[src/rtl/rename_free_list_ctrl_if.sv]
// Handshake bundle between the rename free-list sequencer and its neighbours
// (dispatch, commit, flush source and the physical free list itself).
interface rename_free_list_ctrl_if #(
    parameter int PR_W  = 6,
    parameter int CNT_W = 6
);
    logic             disp_req;
    logic             disp_grant;
    logic             fl_empty;
    logic [PR_W-1:0]  fl_p_rd_new;
    logic             fl_reg_wen;
    logic             ret_valid;
    logic [PR_W-1:0]  ret_p_rd_old;
    logic             fl_retire_reg;
    logic [PR_W-1:0]  fl_p_rd_old;
    logic             flush_req;
    logic [CNT_W-1:0] flush_cnt;
    logic             fl_stall_recover;
    logic             fl_recover;
    logic [PR_W-1:0]  fl_PR_new_flush;
    logic             busy;
    logic [CNT_W-1:0] hist_cnt;
    logic             err;

    modport master (
        output disp_req, fl_empty, fl_p_rd_new, ret_valid, ret_p_rd_old,
               flush_req, flush_cnt,
        input  disp_grant, fl_reg_wen, fl_retire_reg, fl_p_rd_old,
               fl_stall_recover, fl_recover, fl_PR_new_flush, busy, hist_cnt, err
    );

    modport slave (
        input  disp_req, fl_empty, fl_p_rd_new, ret_valid, ret_p_rd_old,
               flush_req, flush_cnt,
        output disp_grant, fl_reg_wen, fl_retire_reg, fl_p_rd_old,
               fl_stall_recover, fl_recover, fl_PR_new_flush, busy, hist_cnt, err
    );
endinterface

[src/rtl/rename_free_list_ctrl.sv]
// Physical-register free-list sequencer: gates allocation, forwards retire frees,
// keeps a program-order allocation history and walks squashed PRs back on flush.
module rename_free_list_ctrl #(
    parameter int PR_W       = 6,
    parameter int HIST_DEPTH = 32,
    parameter int CNT_W      = 6
) (
    input  logic                   clk,
    input  logic                   rst,
    rename_free_list_ctrl_if.slave bus
);
    localparam int               PTR_W   = $clog2(HIST_DEPTH);
    localparam logic [CNT_W-1:0] DEPTH_C = CNT_W'(HIST_DEPTH);

    typedef enum logic [1:0] {
        ST_RUN   = 2'd0,
        ST_STALL = 2'd1,
        ST_WALK  = 2'd2
    } state_e;

    state_e           state_q, state_d;
    logic [PTR_W-1:0] head_q, head_d;
    logic [PTR_W-1:0] tail_q, tail_d;
    logic [CNT_W-1:0] cnt_q, cnt_d;
    logic [CNT_W-1:0] rem_q, rem_d;
    logic             err_q, err_d;
    logic [PR_W-1:0]  hist_q [HIST_DEPTH];

    logic             grant_s;
    logic             ret_pop_s;
    logic             walk_pop_s;
    logic [CNT_W-1:0] avail_s;
    logic [CNT_W-1:0] flush_n_s;
    logic [PR_W-1:0]  walk_pr_s;

    // Request qualification; a retire may not consume entries already marked for the walk.
    always_comb begin
        grant_s    = bus.disp_req & ~bus.fl_empty & (cnt_q < DEPTH_C) &
                     (state_q == ST_RUN) & ~bus.flush_req & ~rst;
        ret_pop_s  = bus.ret_valid & (cnt_q != {CNT_W{1'b0}}) &
                     ~((state_q != ST_RUN) & (cnt_q <= rem_q));
        walk_pop_s = (state_q == ST_WALK);
        avail_s    = cnt_q - CNT_W'(ret_pop_s);
        if (bus.flush_cnt < avail_s) begin
            flush_n_s = bus.flush_cnt;
        end else begin
            flush_n_s = avail_s;
        end
        walk_pr_s  = hist_q[tail_q - PTR_W'(1)];
    end

    // State register.
    always_ff @(posedge clk or posedge rst) begin
        if (rst) begin
            state_q <= ST_RUN;
        end else begin
            state_q <= state_d;
        end
    end

    // Next-state and walk-count logic.
    always_comb begin
        state_d = state_q;
        rem_d   = rem_q;
        case (state_q)
            ST_RUN: begin
                if (bus.flush_req && (flush_n_s != {CNT_W{1'b0}})) begin
                    state_d = ST_STALL;
                    rem_d   = flush_n_s;
                end else begin
                    state_d = ST_RUN;
                end
            end
            ST_STALL: begin
                state_d = ST_WALK;
            end
            ST_WALK: begin
                rem_d = rem_q - CNT_W'(1);
                if (rem_q == CNT_W'(1)) begin
                    state_d = ST_RUN;
                end else begin
                    state_d = ST_WALK;
                end
            end
            default: begin
                state_d = ST_RUN;
                rem_d   = {CNT_W{1'b0}};
            end
        endcase
    end

    // Pointer, occupancy and sticky-error updates.
    always_comb begin
        head_d = head_q + PTR_W'(ret_pop_s);
        if (grant_s) begin
            tail_d = tail_q + PTR_W'(1);
        end else if (walk_pop_s) begin
            tail_d = tail_q - PTR_W'(1);
        end else begin
            tail_d = tail_q;
        end
        cnt_d = cnt_q + CNT_W'(grant_s) - CNT_W'(ret_pop_s) - CNT_W'(walk_pop_s);
        err_d = err_q | (bus.ret_valid & ~ret_pop_s) |
                (bus.flush_req & (state_q != ST_RUN));
    end

    // Datapath registers.
    always_ff @(posedge clk or posedge rst) begin
        if (rst) begin
            head_q <= {PTR_W{1'b0}};
            tail_q <= {PTR_W{1'b0}};
            cnt_q  <= {CNT_W{1'b0}};
            rem_q  <= {CNT_W{1'b0}};
            err_q  <= 1'b0;
        end else begin
            head_q <= head_d;
            tail_q <= tail_d;
            cnt_q  <= cnt_d;
            rem_q  <= rem_d;
            err_q  <= err_d;
        end
    end

    // History storage; contents are only read behind valid pointers so no reset.
    always_ff @(posedge clk) begin
        if (grant_s) begin
            hist_q[tail_q] <= bus.fl_p_rd_new;
        end
    end

    // Output decode from registered state; pass-throughs forced low while in reset.
    always_comb begin
        bus.disp_grant       = grant_s;
        bus.fl_reg_wen       = grant_s;
        bus.fl_retire_reg    = bus.ret_valid & ~rst;
        bus.fl_p_rd_old      = rst ? {PR_W{1'b0}} : bus.ret_p_rd_old;
        bus.fl_stall_recover = (state_q == ST_STALL);
        bus.fl_recover       = (state_q == ST_WALK);
        bus.busy             = (state_q != ST_RUN);
        bus.fl_PR_new_flush  = (state_q == ST_WALK) ? walk_pr_s : {PR_W{1'b0}};
        bus.hist_cnt         = cnt_q;
        bus.err              = err_q;
    end
endmodule

[src/flat_wrapper.sv]
// flat-port wrapper written by rule: the top's interface ports become plain ports
module rename_free_list_ctrl_flat 
#(
    parameter int PR_W       = 6,
    parameter int HIST_DEPTH = 32,
    parameter int CNT_W      = 6
)
  (clk, rst, bus_disp_req, bus_fl_empty, bus_fl_p_rd_new, bus_ret_valid, bus_ret_p_rd_old, bus_flush_req, bus_flush_cnt, bus_disp_grant, bus_fl_reg_wen, bus_fl_retire_reg, bus_fl_p_rd_old, bus_fl_stall_recover, bus_fl_recover, bus_fl_PR_new_flush, bus_busy, bus_hist_cnt, bus_err);
  rename_free_list_ctrl_if #(.PR_W(PR_W), .CNT_W(CNT_W)) bus_i ();
  input  logic clk;
  input  logic rst;
  input wire logic [$bits(bus_i.disp_req)-1:0] bus_disp_req;
  input wire logic [$bits(bus_i.fl_empty)-1:0] bus_fl_empty;
  input wire logic [$bits(bus_i.fl_p_rd_new)-1:0] bus_fl_p_rd_new;
  input wire logic [$bits(bus_i.ret_valid)-1:0] bus_ret_valid;
  input wire logic [$bits(bus_i.ret_p_rd_old)-1:0] bus_ret_p_rd_old;
  input wire logic [$bits(bus_i.flush_req)-1:0] bus_flush_req;
  input wire logic [$bits(bus_i.flush_cnt)-1:0] bus_flush_cnt;
  output wire logic [$bits(bus_i.disp_grant)-1:0] bus_disp_grant;
  output wire logic [$bits(bus_i.fl_reg_wen)-1:0] bus_fl_reg_wen;
  output wire logic [$bits(bus_i.fl_retire_reg)-1:0] bus_fl_retire_reg;
  output wire logic [$bits(bus_i.fl_p_rd_old)-1:0] bus_fl_p_rd_old;
  output wire logic [$bits(bus_i.fl_stall_recover)-1:0] bus_fl_stall_recover;
  output wire logic [$bits(bus_i.fl_recover)-1:0] bus_fl_recover;
  output wire logic [$bits(bus_i.fl_PR_new_flush)-1:0] bus_fl_PR_new_flush;
  output wire logic [$bits(bus_i.busy)-1:0] bus_busy;
  output wire logic [$bits(bus_i.hist_cnt)-1:0] bus_hist_cnt;
  output wire logic [$bits(bus_i.err)-1:0] bus_err;
  assign bus_i.disp_req = bus_disp_req;
  assign bus_i.fl_empty = bus_fl_empty;
  assign bus_i.fl_p_rd_new = bus_fl_p_rd_new;
  assign bus_i.ret_valid = bus_ret_valid;
  assign bus_i.ret_p_rd_old = bus_ret_p_rd_old;
  assign bus_i.flush_req = bus_flush_req;
  assign bus_i.flush_cnt = bus_flush_cnt;
  assign bus_disp_grant = bus_i.disp_grant;
  assign bus_fl_reg_wen = bus_i.fl_reg_wen;
  assign bus_fl_retire_reg = bus_i.fl_retire_reg;
  assign bus_fl_p_rd_old = bus_i.fl_p_rd_old;
  assign bus_fl_stall_recover = bus_i.fl_stall_recover;
  assign bus_fl_recover = bus_i.fl_recover;
  assign bus_fl_PR_new_flush = bus_i.fl_PR_new_flush;
  assign bus_busy = bus_i.busy;
  assign bus_hist_cnt = bus_i.hist_cnt;
  assign bus_err = bus_i.err;
  rename_free_list_ctrl #(.PR_W(PR_W), .HIST_DEPTH(HIST_DEPTH), .CNT_W(CNT_W)) u_core (.clk(clk), .rst(rst), .bus(bus_i));
endmodule
[config.mk]
export PLATFORM = sky130hd
export DESIGN_NAME = rename_free_list_ctrl_flat
export DESIGN_NICKNAME = d
export VERILOG_FILES = /design/src/rtl/rename_free_list_ctrl_if.sv /design/src/rtl/rename_free_list_ctrl.sv /design/src/flat_wrapper.sv
export SDC_FILE = /design/constraint.sdc
export NUM_CORES = 1
export LEC_CHECK = 0
export ABC_AREA = 1
export CAP_MARGIN = 20
export CORE_ASPECT_RATIO = 1.2
export CORE_MARGIN = 3
export CORE_UTILIZATION = 50
export CTS_CLUSTER_SIZE = 24
export DETAILED_ROUTE_END_ITERATION = 10
export DONT_BUFFER_PORTS = 1
export SETUP_SLACK_MARGIN = 0.3
export SLEW_MARGIN = 10
export SYNTH_ARGS = -nofsm -noshare
export SYNTH_HDL_FRONTEND = slang
export SYNTH_SLANG_ARGS = --single-unit
[constraint.sdc]
create_clock -name clk -period 6.7 [get_ports clk]
set_input_delay 1.34 -clock clk [delete_from_list [all_inputs] [get_ports clk]]
set_output_delay 1.34 -clock clk [all_outputs]
set_load 0.02 [all_outputs]
==> impl_metrics.tcl <==
set metrics [dict create \
    path_cells "inv_2, buf_4, ha_1, xnor2_2, buf_4, inv_1, nand2_1, nand3_1, nand3_1, a21oi_1" \
    synth.avg_cell_area_um2 11.1 \
    avgViaCountPerCell 5.84 \
    grt-busiest-layer "met2" \
    hold_start "u_core.state_q[1]$_DFF_PP0_" \
    post-route-period-util_pct 76.8 \
    met3_usage_pct 3.92 \
    core.rowCount 55 \
    grt_util_met2_pct 39.2 \
    power_mw 5.45 \
    worst_slack_ns 1.56 \
    power_frac_comb_pct 47.3 \
    finalCriticalPeriod_ns 5.14 \
    die_area_um2 21100 \
    r2r-end "u_core.rem_q[2]$_DFFE_PP0P_" \
    slew_headroom_pct 23.3 \
    ys_types 34 \
    final_net_count 913 \
    synth_area_leaders "edfxtp_1 60%, nand2_1 7.6%, a21oi_1 5.6%" \
    p_int_mw 3.07 \
    startpoint_type "flop" \
    io_buffers 0 \
    synth_ff_type "edfxtp_1" \
    worst-path-max-fanout 99 \
    cap_violations 0 \
    placed_area_um2 9840 \
    reg2regPathDepth 30 \
    max_stage_delay_ns 0.68 \
    clk_path_buf_depth 3 \
    die_w_um 133 \
    status "finished, final reports clean" \
    clk_pin_slew_ns 0.06 \
    drive_above_1_share_pct 6.54 \
    synth.yosys.seq_area_share_pct 64.7 \
    fmax_ghz 0.194 \
    core_area_um2 18900 \
    setup_tns_ns 0 \
    grt_pass1_wl_mm 36.1 \
    synth_area_um2 9690 \
    ios 49 \
    die_h_um 158 \
    htreeDepth 1 \
    setup_viol 0 \
    synth-edff-count 192 \
    wl_per_cell_um 20.7 \
    power.leakage_nw 3.93 \
    ys_async_sr_fraction_pct 9.43 \
    clock_power_share_pct 22.9 \
    syn-num-nets 928 \
    crit_type "reg -> out" \
    hold_slack_ns 0.497 \
    cts_resized 0 \
    wirelength_mm 23.3 \
    cts_buffers 22 \
    synth_top_cell_area_share_pct 59.5 \
    p_sw_mw 2.39 \
    max_slew.worst_pin.slew_ns 1.15 \
    grt_max_degree 101 \
    place.detailed.hpwl_mm 15.0 \
    grt_usage_pct 22.1 \
    num_antenna_cells 0 \
    clkSinkCount 212 \
    min_to "u_core.state_q[0]$_DFF_PP0_" \
    rr_startpoint "u_core.bus.hist_cnt[2]$_DFF_PP0_" \
    cts_root_buffer "clkbuf_16" \
    place_inst 1089 \
    yosys-top-cells-count "197 x nand2_1, 192 x edfxtp_1, 109 x a21oi_1, 65 x nand3_1, 53 x nor2_1" \
    max-vdd-ir-drop_uv 390 \
    netlist_instances 872 \
    grt_pass1_vias 6501 \
    yosys_warnings 0 \
    vias 6583 \
    cts_hold_buf 0 \
    fin_util_pct 55.9 \
    p_per_area_nw_per_um2 515 \
    drtIter0Drc 695 \
    overflow 0 \
    start_util_pct 51.2 \
    synth-seq-cells 212 \
    seq_power_share_pct 29.8 \
    arrival_ns 3.80 \
    stdcell_count 1128 \
    required_ns 5.36 \
    area_growth_pct 9.30 \
    ant_nets 0 \
    drv_slew 0 \
    clk_latency_ns 0.49 \
    worstHoldPathCells 1 \
    postCtsSetupRepairBufs 0 \
    hold_viol 0 \
    swShare_pct 43.8 \
    dp_slack_ns 2.08 \
    grt_setup_unrepaired "false" \
    drc 0 \
    yosysTopAreaCell "edfxtp_1" \
    synth.most_common_cell "nand2_1" \
    fin_area_um2 10600 \
    antenna_found_initial 0 \
    grt_use_met1_pct 27.6 \
    r2r_slack_ns 2.52 \
    drtPass1Iterations 7 \
    worst_setup_path_end_kind "output port" \
    cpMaxStageDelayCell "buf_4" \
    final.setup_skew_ns 0.00487 \
    gp_congestion 0.866 \
    holdCritPathClass "reg -> reg" \
    cts_tree "done" \
    crit_start "u_core.tail_q[0]$_DFFE_PP0P_" \
]
## cell usage in the layout (no fill, tap or decap), types with 3 or more instances in the layout
| cell type | count |
|---|---|
| xor2_1 | 8 |
| o21ai_1 | 3 |
| nand3b_1 | 6 |
| buf_4 | 6 |
| nand2_2 | 4 |
| clkinv_1 | 6 |
| dfrtp_1 | 19 |
| o21ai_0 | 17 |
| nor2_1 | 53 |
| nand3_1 | 65 |
| bufinv_16 | 4 |
| inv_1 | 50 |
| a21oi_1 | 109 |
| a22oi_1 | 48 |
| ha_1 | 30 |
| inv_2 | 6 |
| nand2_1 | 197 |
| clkinv_2 | 5 |
| clkbuf_16 | 23 |
| edfxtp_1 | 192 |
## sequential cells by signal, summed over array words and instances, names as in the netlist
name,flops
u_core.tail_q,5
u_core.bus.hist_cnt,6
u_core.hist_q,192
u_core.bus.err,1
u_core.state_q,2
u_core.rem_q,6
## area by class of cell
cell class | count | area (um^2)
Fill cell | 1611 | 8340
Sequential cell | 212 | 6270
Multi-Input combinational cell | 558 | 2990
Clock buffer | 24 | 579
Tap cell | 256 | 320
Inverter | 57 | 216
Clock inverter | 15 | 168
Timing Repair Buffer | 6 | 45.0
## kinds of logic after synthesis
group / count (synthesis) / synth area share [%]
adders and majority gates: 32 / 4.29
AOI/OAI and AO/OA: 183 / 10.9
buffers and inverters: 102 / 4.43
DFF: 212 / 64.7
and+or+nand+nor: 332 / 14.5
xor gates and xnor gates: 11 / 1.15
## routing by layer
metal / part of all wire, % / vias to the layer above / wire length, um
li1: - / 3047 / -
met1: 39 / 3219 / 9080
met2: 51 / 258 / 11800
met3: 7.5 / 59 / 1740
met4: 2.8 / 0 / 650
met5: 0 / - / 0
## how the worst max path moves through the flow
stage	to	slack, ns	depth (start not counted)
3_3_place_gp	bus_fl_PR_new_flush[5]	2.10	10
6_report	bus_fl_PR_new_flush[3]	1.56	10
5_1_grt	bus_fl_PR_new_flush[3]	1.33	10
3_5_place_dp	bus_fl_PR_new_flush[2]	2.08	10
4_1_cts	bus_fl_PR_new_flush[2]	1.54	10
2_1_floorplan	bus_fl_PR_new_flush[5]	2.85	15
## worst max-delay path, delay by kind of cell (launching register included)
family	cells	cell delay [ns]
buffers and inverters	4	1.45
DFF	1	0.40
AOI/OAI and AO/OA	1	0.52
adders and majority gates	1	0.35
xor gates and xnor gates	1	0.07
and+or+nand+nor	3	0.33
## power groups by stage
stage	logic [mW]	registers, mW	clock network [mW]
6_report	2.58	1.62	1.25
2_1_floorplan	1.91	1.61	0
3_5_place_dp	2.55	1.65	0
4_1_cts	2.57	1.62	1.27
3_3_place_gp	2.52	1.65	0
5_1_grt	2.86	1.63	1.32
Power figures use the tool's default switching activity.
